[src/rtl/sha3_scan_job_loader.sv]
// Stages one SHA-3 scan job (threshold + block template) from a 32-bit word
// stream and hands it to the scanner with a one-cycle start pulse.
// Optional build macro: SHA3_LOADER_ERRCNT_EN enables the malformed-frame counter.
//
// Handshake: a stream word transfers on any rising clk edge where s_valid and
// s_ready are both high; s_ready depends only on registered state, never on s_valid.
module sha3_scan_job_loader #(
  parameter int PROPER = 1
) (
  input  logic                                      clk,
  input  logic                                      rst_n,
  input  logic                                      s_valid,
  input  logic [31:0]                               s_data,
  input  logic                                      s_last,
  output logic                                      s_ready,
  input  logic                                      scanner_ready,
  output logic                                      start,
  output logic [63:0]                               threshold,
  output logic [32*((PROPER != 0) ? 20 : 24)-1:0]   blockTemplate,
  output logic                                      job_pending,
  output logic [15:0]                               jobs_issued,
  output logic [7:0]                                err_count
);

  localparam int N = (PROPER != 0) ? 20 : 24;
  localparam int FRAME_WORDS = N + 2;
  localparam logic [4:0] LAST_IDX = 5'(N + 1);

  typedef enum logic [1:0] {
    LOAD    = 2'd0,
    PENDING = 2'd1,
    DRAIN   = 2'd2
  } state_t;

  state_t      state_q, state_d;
  logic [4:0]  idx_q, idx_d;
  logic [31:0] stage_q [FRAME_WORDS];
  logic        accept;
  logic        stage_we;
  logic        issue;
  logic        err_inc;

  assign s_ready     = (state_q != PENDING);
  assign job_pending = (state_q == PENDING);
  assign accept      = s_valid && s_ready;

  always_ff @(posedge clk or negedge rst_n) begin
    if (!rst_n) begin
      state_q <= LOAD;
      idx_q   <= '0;
    end else begin
      state_q <= state_d;
      idx_q   <= idx_d;
    end
  end

  always_comb begin
    state_d  = state_q;
    idx_d    = idx_q;
    stage_we = 1'b0;
    issue    = 1'b0;
    err_inc  = 1'b0;
    case (state_q)
      LOAD: begin
        if (accept) begin
          stage_we = 1'b1;
          if (idx_q == LAST_IDX) begin
            idx_d = '0;
            if (s_last) begin
              state_d = PENDING;
            end else begin
              // Over-long frame: discard what is staged and skip to its end.
              state_d = DRAIN;
              err_inc = 1'b1;
            end
          end else if (s_last) begin
            idx_d   = '0;
            err_inc = 1'b1;
          end else begin
            idx_d = idx_q + 5'd1;
          end
        end
      end
      PENDING: begin
        if (scanner_ready && !start) begin
          issue   = 1'b1;
          state_d = LOAD;
        end
      end
      DRAIN: begin
        if (accept && s_last) begin
          state_d = LOAD;
          idx_d   = '0;
        end
      end
      default: begin
        state_d = LOAD;
        idx_d   = '0;
      end
    endcase
  end

  always_ff @(posedge clk or negedge rst_n) begin
    if (!rst_n) begin
      for (int i = 0; i < FRAME_WORDS; i++) stage_q[i] <= '0;
    end else if (stage_we) begin
      stage_q[idx_q] <= s_data;
    end
  end

  // Outputs move only on issue, so the scanner sees a stable job for the whole scan.
  always_ff @(posedge clk or negedge rst_n) begin
    if (!rst_n) begin
      start         <= 1'b0;
      threshold     <= '0;
      blockTemplate <= '0;
      jobs_issued   <= '0;
    end else begin
      start <= issue;
      if (issue) begin
        threshold   <= {stage_q[1], stage_q[0]};
        jobs_issued <= jobs_issued + 16'd1;
        for (int k = 0; k < N; k++) blockTemplate[32*k +: 32] <= stage_q[k+2];
      end
    end
  end

`ifdef SHA3_LOADER_ERRCNT_EN
  logic [7:0] err_q;

  always_ff @(posedge clk or negedge rst_n) begin
    if (!rst_n) begin
      err_q <= '0;
    end else if (err_inc && (err_q != 8'hFF)) begin
      err_q <= err_q + 8'd1;
    end
  end

  assign err_count = err_q;
`else
  logic unused_err_inc;
  assign unused_err_inc = err_inc;
  assign err_count      = '0;
`endif

endmodule

[config.mk]
export PLATFORM = sky130hd
export DESIGN_NAME = sha3_scan_job_loader
export DESIGN_NICKNAME = d
export VERILOG_FILES = /design/src/rtl/sha3_scan_job_loader.sv
export SDC_FILE = /design/constraint.sdc
export NUM_CORES = 1
export LEC_CHECK = 0
export BUFFER_PORTS_ARGS = -buffer_cell sky130_fd_sc_hd__clkbuf_2
export CAP_MARGIN = 0
export CORE_MARGIN = 4
export CORE_UTILIZATION = 40
export CTS_BUF_LIST = sky130_fd_sc_hd__clkbuf_8
export CTS_CLUSTER_SIZE = 14
export DETAILED_ROUTE_END_ITERATION = 10
export PLACE_DENSITY = 0.67
export SETUP_SLACK_MARGIN = 0.02
export SYNTH_ARGS = -nofsm -noshare
export SYNTH_HDL_FRONTEND = slang
export SYNTH_SLANG_ARGS = --single-unit
[constraint.sdc]
create_clock -name clk -period 4.4 [get_ports clk]
set_input_delay 1.1 -clock clk [delete_from_list [all_inputs] [get_ports clk]]
set_output_delay 1.1 -clock clk [all_outputs]
set_load 0.05 [all_outputs]
==> results of run 1 <==
[timing repair]
item	4_1_cts	5_1_grt
hold buffers	0	1
endpoints found under the setup margin	0	0
buffers inserted	0	0
resized for setup	0	0
hold endpoints to repair	0	5
[through the flow]
stage,hold slack [ns],setup slack [ns],cells,utilization,power [mW]
2_1_floorplan,0.459,2.00,3184,-,15.3
3_3_place_gp,0.459,0.734,5537,0.449,16.0
3_5_place_dp,0.466,0.689,5537,0.449,16.1
4_1_cts,0.0314,0.821,5937,0.485,27.7
5_1_grt,0.338,0.779,5941,0.485,28.5
6_report,0.438,0.971,5945,0.485,27.3
[worst min path at each step]
stage	from	end	cells past startpoint
CTS	rst_n	blockTemplate[634]	1
detailed placement	jobs_issued[15]	jobs_issued[15]	1
global route	s_last	state_q[1]	2
finish	s_last	state_q[1]	2
global placement	jobs_issued[15]	jobs_issued[15]	1
floorplan	stage_q[194]	stage_q[194]	1
[report_power, final]
group          total [mW]  leakage [nW]  internal (mW)  switching, mW
Clock                11.5          2.70           6.25           5.26
Combinational        1.45          11.9          0.691          0.758
Sequential           14.4          19.7           14.0          0.380
[metal layers]
metal | routed length [um] | share of wire | track usage | up-vias
met5 | 0 | 0 | 0 | -
met2 | 72700 | 0.49 | 0.346 | 779
li1 | - | - | - | 12900
met3 | 10000 | 0.068 | 0.0674 | 214
met1 | 60900 | 0.41 | 0.265 | 16100
met4 | 4400 | 0.030 | 0.0707 | 0
[sequential cells by signal, summed over array words and instances (netlist names)]
name	flops
jobs_issued	16
threshold	64
stage_q	704
blockTemplate	640
idx_q	5
start	1
state_q	2
[cells by family after synthesis]
group / synth area share
buffers and inverters: 0.0205
AO/OA/AOI/OAI: 0.00122
XOR/XNOR: 0.00246
flip-flops: 0.670
other: 0.0000701
AND/OR/NAND/NOR: 0.00737
multiplexers: 0.297
adder cells (fa/ha/maj): 0.00117
[critical path: stages (launching register included)]
cell and delay, ns:
dfrtp_1 0.48, nand2b_1 0.33, inv_1 0.27, clkbuf_2 0.32
[cells in the final DEF, fill, tap and decap left out, drive strengths merged, types with 2 or more instances in the layout]
cell type and count:
o21ai 6, nor3b 5, nand4 6, dfrtp 1432
nand3 6, nor2 9, conb 8, clkinvlp 2
and3 3, diode 7, ha 5, a21oi 2
mux2 1410, bufinv 4, nand2 29, and2 3
xnor2 14, buf 62, clkinv 19, inv 84
clkbuf 1054, nor3 6, nand3b 2
[layout make-up]
cell class / instances / area (sq um)
antenna: 7 / 17.5
timing repair buffer: 821 / 4630
clock buffer: 296 / 4070
multi-input combinational: 1525 / 16700
sequential: 1432 / 35800
inverter: 5 / 18.8
tap: 1755 / 2200
fill: 11400 / 68100
clock inverter: 104 / 641
==> metrics, run 1 <==
status completed; Area growth syn-to-layout 19.8%; period utilization 0.779; Worst slew margin 0.215; Setup crit start state_q[1]; CTS Root Cell clkbuf_8; share of layout cells above drive strength 1 0.612; Cells after Synth 3,177; Initial Utilization 0.405; Worst R2R Start idx_q[0]; Remaining Overflow, GRT 0; post-route ant nets 0; Avg Cell Area, Syn between 15 and 20 sq um; Total GRT Usage 0.211; Least-Margin Pin Slew between 1 and 1.5 ns; DIE HEIGHT around 370 um; Clock Skew around 0.048 ns; synth cell count leaders dfrtp_1 (1,432), mux2_2 (1,382), buf_2 (135), clkbuf_1 (67), nand2_1 (29); Avg Vias per Cell between 5 and 6; clk_lat worst skew about 0.95 ns; Final Hold Vio Count 0; Clock Pin Slew Worst Setup and Hold Paths ~0.06 ns; final setup TNS 0 ns; Slew Viols, Final 0; clk buf depth 3; CTS Sinks roughly 1,400; worst min path class in2reg; TritonCTS Buffers ~230; CP arrival approximately 2.3 ns; synth warn 0; crit end category primary output; Mapped Area ~53,000 sq um; sequential fraction of the synthesis area 0.670; DRC 0; cells on worst reg2reg path 6; Core ar. approximately 130,000 sq um; Crit Path Class reg2out; ys async rst share 1.00; minimum clock period 3.43 ns; Worst VDD drop between 200 and 300 uV; global-route wire length before repair between 200,000 and 250,000 um; Main synth FF type dfrtp_1; post-route cell area roughly 64,000 sq um; critical path fanouts, max 8; Detail Placement HPWL ~98,000 um; number of synthesized flops with an enable pin 0; Pre-antenna DRT Iters 5; IO Pins 768; routed wire length between 100,000 and 150,000 um; # setup viols final 0; Nets a little over 4,000; dominant cells by area after synthesis dfrtp_1 (67%), mux2_2 (29%), buf_2 (1.3%), mux2_1 (0.59%), clkbuf_1 (0.47%); PD cells ~430 nW/um^2; Leakage around 34 nW; Max Clk Rate ~300 MHz; Synth top area share 0.670; placer congestion estimate around 0.77; die area about 140,000 sq um; largest net degree at the start of global routing ~110; Synth Register Bits 1,432; port buffer count 759; unrepaired setup endpoints after global routing no; H-tree depth 4; vias ~30,000; data required time of the worst path 3.30 ns; crit path to job_pending; most frequent cell after synthesis dfrtp_1; CTS tree done; number of global-route vias before repair 31,400; FP Rows ~130; max-cap check violation count 0; drt initial violations between 1,500 and 2,000; Worst Setup Start Kind flop; reg-to-reg setup timing slack roughly 1.4 ns; drt wl/cell roughly 25 um; Synth area leader dfrtp_1; Yosys cell types 33; worst r2r dst stage_q[500]; initial antenna violation count 12; placed inst area approximately 60,000 sq um; Die Wd 374 um
No activity file was read; power rests on OpenSTA's default activity.
==> inputs of run 2 (changes only) <==
--- a/config.mk
+++ b/config.mk
@@ -12,7 +12,7 @@
 export CTS_BUF_LIST = sky130_fd_sc_hd__clkbuf_8
 export CTS_CLUSTER_SIZE = 14
 export DETAILED_ROUTE_END_ITERATION = 10
-export PLACE_DENSITY = 0.67
+export PLACE_DENSITY = 0.69
 export SETUP_SLACK_MARGIN = 0.02
 export SYNTH_ARGS = -nofsm -noshare
 export SYNTH_HDL_FRONTEND = slang
==> constraint.sdc (replaced) <==
create_clock -name clk -period 2.9 [get_ports clk]
set_input_delay 0.725 -clock clk [delete_from_list [all_inputs] [get_ports clk]]
set_output_delay 0.725 -clock clk [all_outputs]
set_load 0.05 [all_outputs]
==> metrics, run 2 (synthesized netlist as in run 1, its figures left out) <==
status completed; Largest regs stage_q x704, blockTemplate x640, threshold x64; placer congestion estimate just under 0.8; Core ar. 132,000 sq um; Initial Utilization 0.405; IO Pins between 700 and 800; Avg Vias per Cell a little over 5; share of layout cells above drive strength 1 0.613; routed wire length around 150,000 um; Clock Skew 0.0473 ns; Largest Register stage_q; Worst slew margin 0.291; pre-CTS WS between 0.3 and 0.4 ns; minimum clock period 2.70 ns; clk buf depth 3; Detail Placement HPWL between 100,000 and 150,000 um; Die Wd roughly 370 um; period utilization 0.932; Clk network pwr share 0.416; initial antenna violation count 17; Nets 4,102; Worst R2R Start state_q[0]; port buffer count 759; global-route wire length before repair roughly 220,000 um; Final Hold Vio Count 0; Sw Ratio 0.236; cells on worst reg2reg path 5; drt initial violations between 1,500 and 2,000; max reg flops ~700; Total GRT Usage 0.213; Worst Setup Start Kind flop; combinational power share 0.055; final setup TNS 0 ns; max-cap check violation count 0; worst min path class in2reg; largest net degree at the start of global routing 110; FP Rows 133; Switching Power 9.75 mW; critical path fanouts, max 8; Pwr Total between 40 and 50 mW; multi-input logic area about 17,000 sq um; Worst VDD drop between 400 and 500 uV; CTS Root Cell clkbuf_8; CTS Sinks roughly 1,400; Area growth syn-to-layout 20.9%; WHS approximately 0.18 ns; Flop pwr share 0.529; crit end category primary output; Crit Path Class reg2out; TritonCTS Buffers between 200 and 250; crit path to job_pending; drt wl/cell 25.1 um; CP arrival about 2.0 ns; Slew Viols, Final 0; filler instances around 11,000; post-route insts no fill approximately 6,000; DIE HEIGHT 374 um; most common cell after layout, fill and taps aside dfrtp_1; CTS tree done; highest-count cells in the layout ignoring fill and taps dfrtp_1 (1,431), mux2_2 (1,382), clkbuf_2 (757), clkbuf_8 (283), inv_1 (84); PD cells between 600 and 700 nW/um^2; Clock Pin Slew Worst Setup and Hold Paths ~0.060 ns; Remaining Overflow, GRT 0; Leakage 34.6 nW; placed insts ~5,600; internal power about 32 mW; die area 140,000 sq um; Max Clk Rate ~370 MHz; Setup crit start state_q[1]; Pre-antenna DRT Iters 4; DRC 0; clk_lat worst skew about 0.95 ns; reg-to-reg setup timing slack 0.69 ns; setup bufs post-CTS 0; H-tree depth 4; Register Area ~36,000 sq um; worst r2r dst stage_q[450]; # setup viols final 0; data required time of the worst path 2.17 ns; unrepaired setup endpoints after global routing no; post-route ant nets 0; Least-Margin Pin Slew roughly 1.1 ns; vias 30,300; final worst slack about 0.20 ns; number of global-route vias before repair 32,000
[run 2: changes by cell type in the layout (fill, tap and decap cells not counted), sizes merged]
cell,previous run,this run
buf,62,108
clkbuf,1054,1040
inv,84,94
clkinv,19,13
clkinvlp,2,6
diode,7,10
dlygate4sd3,1,3
bufinv,4,5
[run 2: power by group through the flow]
stage                     clock (mW)  combinational (mW)  sequential [mW]
after global placement             0                2.23             22.1
final                           17.2                2.26             21.8
after floorplan                    0                1.34             21.9
after CTS                       17.6                2.32             21.8
after detailed placement           0                2.31             22.2
after global routing            18.6                2.50             21.9
[run 2: final cells by class]
type | instances | area share
flip-flops and latches | 1432 | 0.554
multi-input cells | 1525 | 0.258
repair buffers | 869 | 0.0821
clock buffers | 282 | 0.0600
well taps | 1755 | 0.0340
clock inverters | 113 | 0.0111
diodes | 10 | 0.000387
inverters | 5 | 0.000329
[run 2: critical path: stages (launching register included)]
cell and delay (ns):
dfrtp_2 0.47, nand2b_2 0.27, inv_4 0.13, clkbuf_8 0.19
[run 2: metal layers]
| layer | vias up | routed length (um) | track usage |
|---|---|---|---|
| li1 | 13000 | - | - |
| met1 | 16100 | 60700 | 0.264 |
| met2 | 945 | 71800 | 0.344 |
| met3 | 265 | 11300 | 0.0662 |
| met4 | 0 | 6400 | 0.0907 |
| met5 | - | 0 | 0 |
[run 2: how the worst min path moves through the flow]
stage	cells after the start	endpoint	slack (ns)	startpoint
final	4	state_q[0]	0.18	scanner_ready
after global routing	3	state_q[0]	0.13	s_valid
after CTS	4	state_q[0]	0.05	scanner_ready
after detailed placement	1	jobs_issued[15]	0.47	jobs_issued[15]
after global placement	1	jobs_issued[15]	0.46	jobs_issued[15]
after floorplan	0	blockTemplate[0]	0.43	rst_n
[run 2: what timing repair did]
item	in CTS	in global routing
hold buffers	3	0
gates resized for setup	6	0
endpoints found under the setup margin	2	0
endpoints found under the hold margin	56	0
[run 2: stage by stage]
stage	utilization	cell area, sq um
5_1_grt	0.489	64600
2_1_floorplan	-	53500
6_report	0.489	64600
4_1_cts	0.489	64600
3_3_place_gp	0.454	60000
3_5_place_dp	0.454	60000
==> inputs of run 3 (changes only) <==
==> constraint.sdc (replaced) <==
create_clock -name clk -period 2.9 [get_ports clk]
set_input_delay 0.725 -clock clk [delete_from_list [all_inputs] [get_ports clk]]
set_output_delay 0.725 -clock clk [all_outputs]
set_load 0.1 [all_outputs]
==> metrics, run 3 (synthesized netlist as in run 1, its figures left out) <==
multi-input logic area approximately 17,000 sq um; DRC 0; CTS Root Cell clkbuf_8; Clock Pin Slew Worst Setup and Hold Paths 0.06 ns; data required time of the worst path approximately 2.2 ns; post-route ant nets 0; FP Rows ~130; Least-Margin Pin Slew roughly 1.1 ns; IO Pins between 700 and 800; port buffer count between 700 and 800; Register Area around 36,000 sq um; H-tree depth 4; max incr delay on CP around 0.58 ns; Clock Skew approximately 0.046 ns; Detail Placement HPWL a little over 100,000 um; Crit path max-delay family flip-flops; share of layout cells above drive strength 1 0.613; initial antenna violation count 17; TritonCTS Buffers 227; Slowest cell on crit path dfrtp_1; crit-path cells nand2b_4, inv_4, clkbuf_16; PD cells approximately 640 nW/um^2; routed wire length 150,000 um; # setup viols final 0; Max Clk Rate 373 MHz; Die Wd 374 um; DIE HEIGHT between 300 and 400 um; critical path fanouts, max 10; global-route wire length before repair approximately 220,000 um; Remaining Overflow, GRT 0; Crit Path Class reg2out; Pwr Total between 40 and 50 mW; period utilization 0.924; Core ar. around 130,000 sq um; Worst Setup Start Kind flop; clk_lat worst skew about 0.95 ns; number of global-route vias before repair approximately 32,000; Area growth syn-to-layout 20.9%; CTS Sinks approximately 1,400; placer congestion estimate 0.780; Largest Register stage_q; largest net degree at the start of global routing 110; Worst VDD drop ~430 uV; max-cap check violation count 0; clk buf depth 3; drt wl/cell between 20 and 30 um; drt initial violations about 1,700; crit end category primary output; Pre-antenna DRT Iters 4; unrepaired setup endpoints after global routing no; Largest regs stage_q x704, blockTemplate x640, threshold x64; final setup TNS 0 ns; Nets 4,102; Worst slew margin 0.281; Avg Vias per Cell between 5 and 6; CTS tree done; minimum clock period around 2.7 ns; die area 140,000 sq um; Crit path buffers/inverters 2; Final Hold Vio Count 0; most common cell after layout, fill and taps aside dfrtp_1; Total GRT Usage 0.213; setup bufs post-CTS 0; Initial Utilization 0.405; filler instances ~11,000; status completed; CP arrival approximately 2 ns; highest-count cells in the layout ignoring fill and taps dfrtp_1 (1,431), mux2_2 (1,382), clkbuf_2 (756), clkbuf_8 (282), inv_1 (84); max reg flops 704; Leakage about 35 nW; Slew Viols, Final 0; worst min path class in2reg; vias about 30,000
-- run 3: cell types whose count changed in the layout (fill, tap and decap cells not counted), sizes merged --
cell,previous run,this run
diode,10,9
-- run 3: report_power, final --
part	internal, mW	total (mW)	switching, mW
logic	1.08	2.28	1.20
registers	21.2	21.8	0.591
clock network	9.20	17.2	7.98
-- run 3: routing by layer --
| metal | part of all wire | up-vias | global-route usage |
|---|---|---|---|
| li1 | - | 13000 | - |
| met1 | 0.40 | 16100 | 0.264 |
| met2 | 0.48 | 944 | 0.344 |
| met3 | 0.075 | 263 | 0.0662 |
| met4 | 0.041 | 0 | 0.0907 |
| met5 | 0 | - | 0 |
-- run 3: final cells by class --
type / count / share of cell area
Clock inverter: 113 / 0.0111
Multi-Input combinational cell: 1525 / 0.258
Antenna cell: 9 / 0.000348
Clock buffer: 282 / 0.0600
Tap cell: 1755 / 0.0340
Timing Repair Buffer: 869 / 0.0823
Inverter: 5 / 0.000329
Sequential cell: 1432 / 0.554
-- run 3: metrics by stage --
stage / hold WS, ns / utilization / instances / instance area [sq um] / setup slack (ns)
global route: 0.126 / 0.489 / 5982 / 64600 / 0.0763
global placement: 0.463 / 0.454 / 5583 / 60000 / 0.381
floorplan: 0.429 / - / 3184 / 53500 / 0.106
finish: 0.178 / 0.489 / 5990 / 64600 / 0.220
detailed placement: 0.467 / 0.454 / 5583 / 60000 / 0.372
CTS: 0.0465 / 0.489 / 5981 / 64600 / 0.0668
-- run 3: timing repair --
item	CTS	global route
hold endpoints to repair	56	0
setup endpoints to repair	2	0
hold buffers	3	0
resized for setup	9	0
-- run 3: final timing paths --
path / from / to / slack, ns / cells after the start
worst max-delay path: state_q[0] / job_pending / 0.22 / 3
worst min-delay path: scanner_ready / state_q[0] / 0.18 / 4
worst max register to register: state_q[0] / stage_q[450] / 0.67 / 5
worst min register to register: jobs_issued[15] / jobs_issued[15] / 0.47 / 1
max in group asynchronous: rst_n / state_q[1] / 1.45 / 3
min in group asynchronous: rst_n / blockTemplate[394] / 0.34 / 2
-- run 3: tightest hold or removal path, cell delays in order --
cell and delay (ns):
clkbuf_2 0.09, inv_1 0.04, o21ai_0 0.07, a21oi_1 0.12
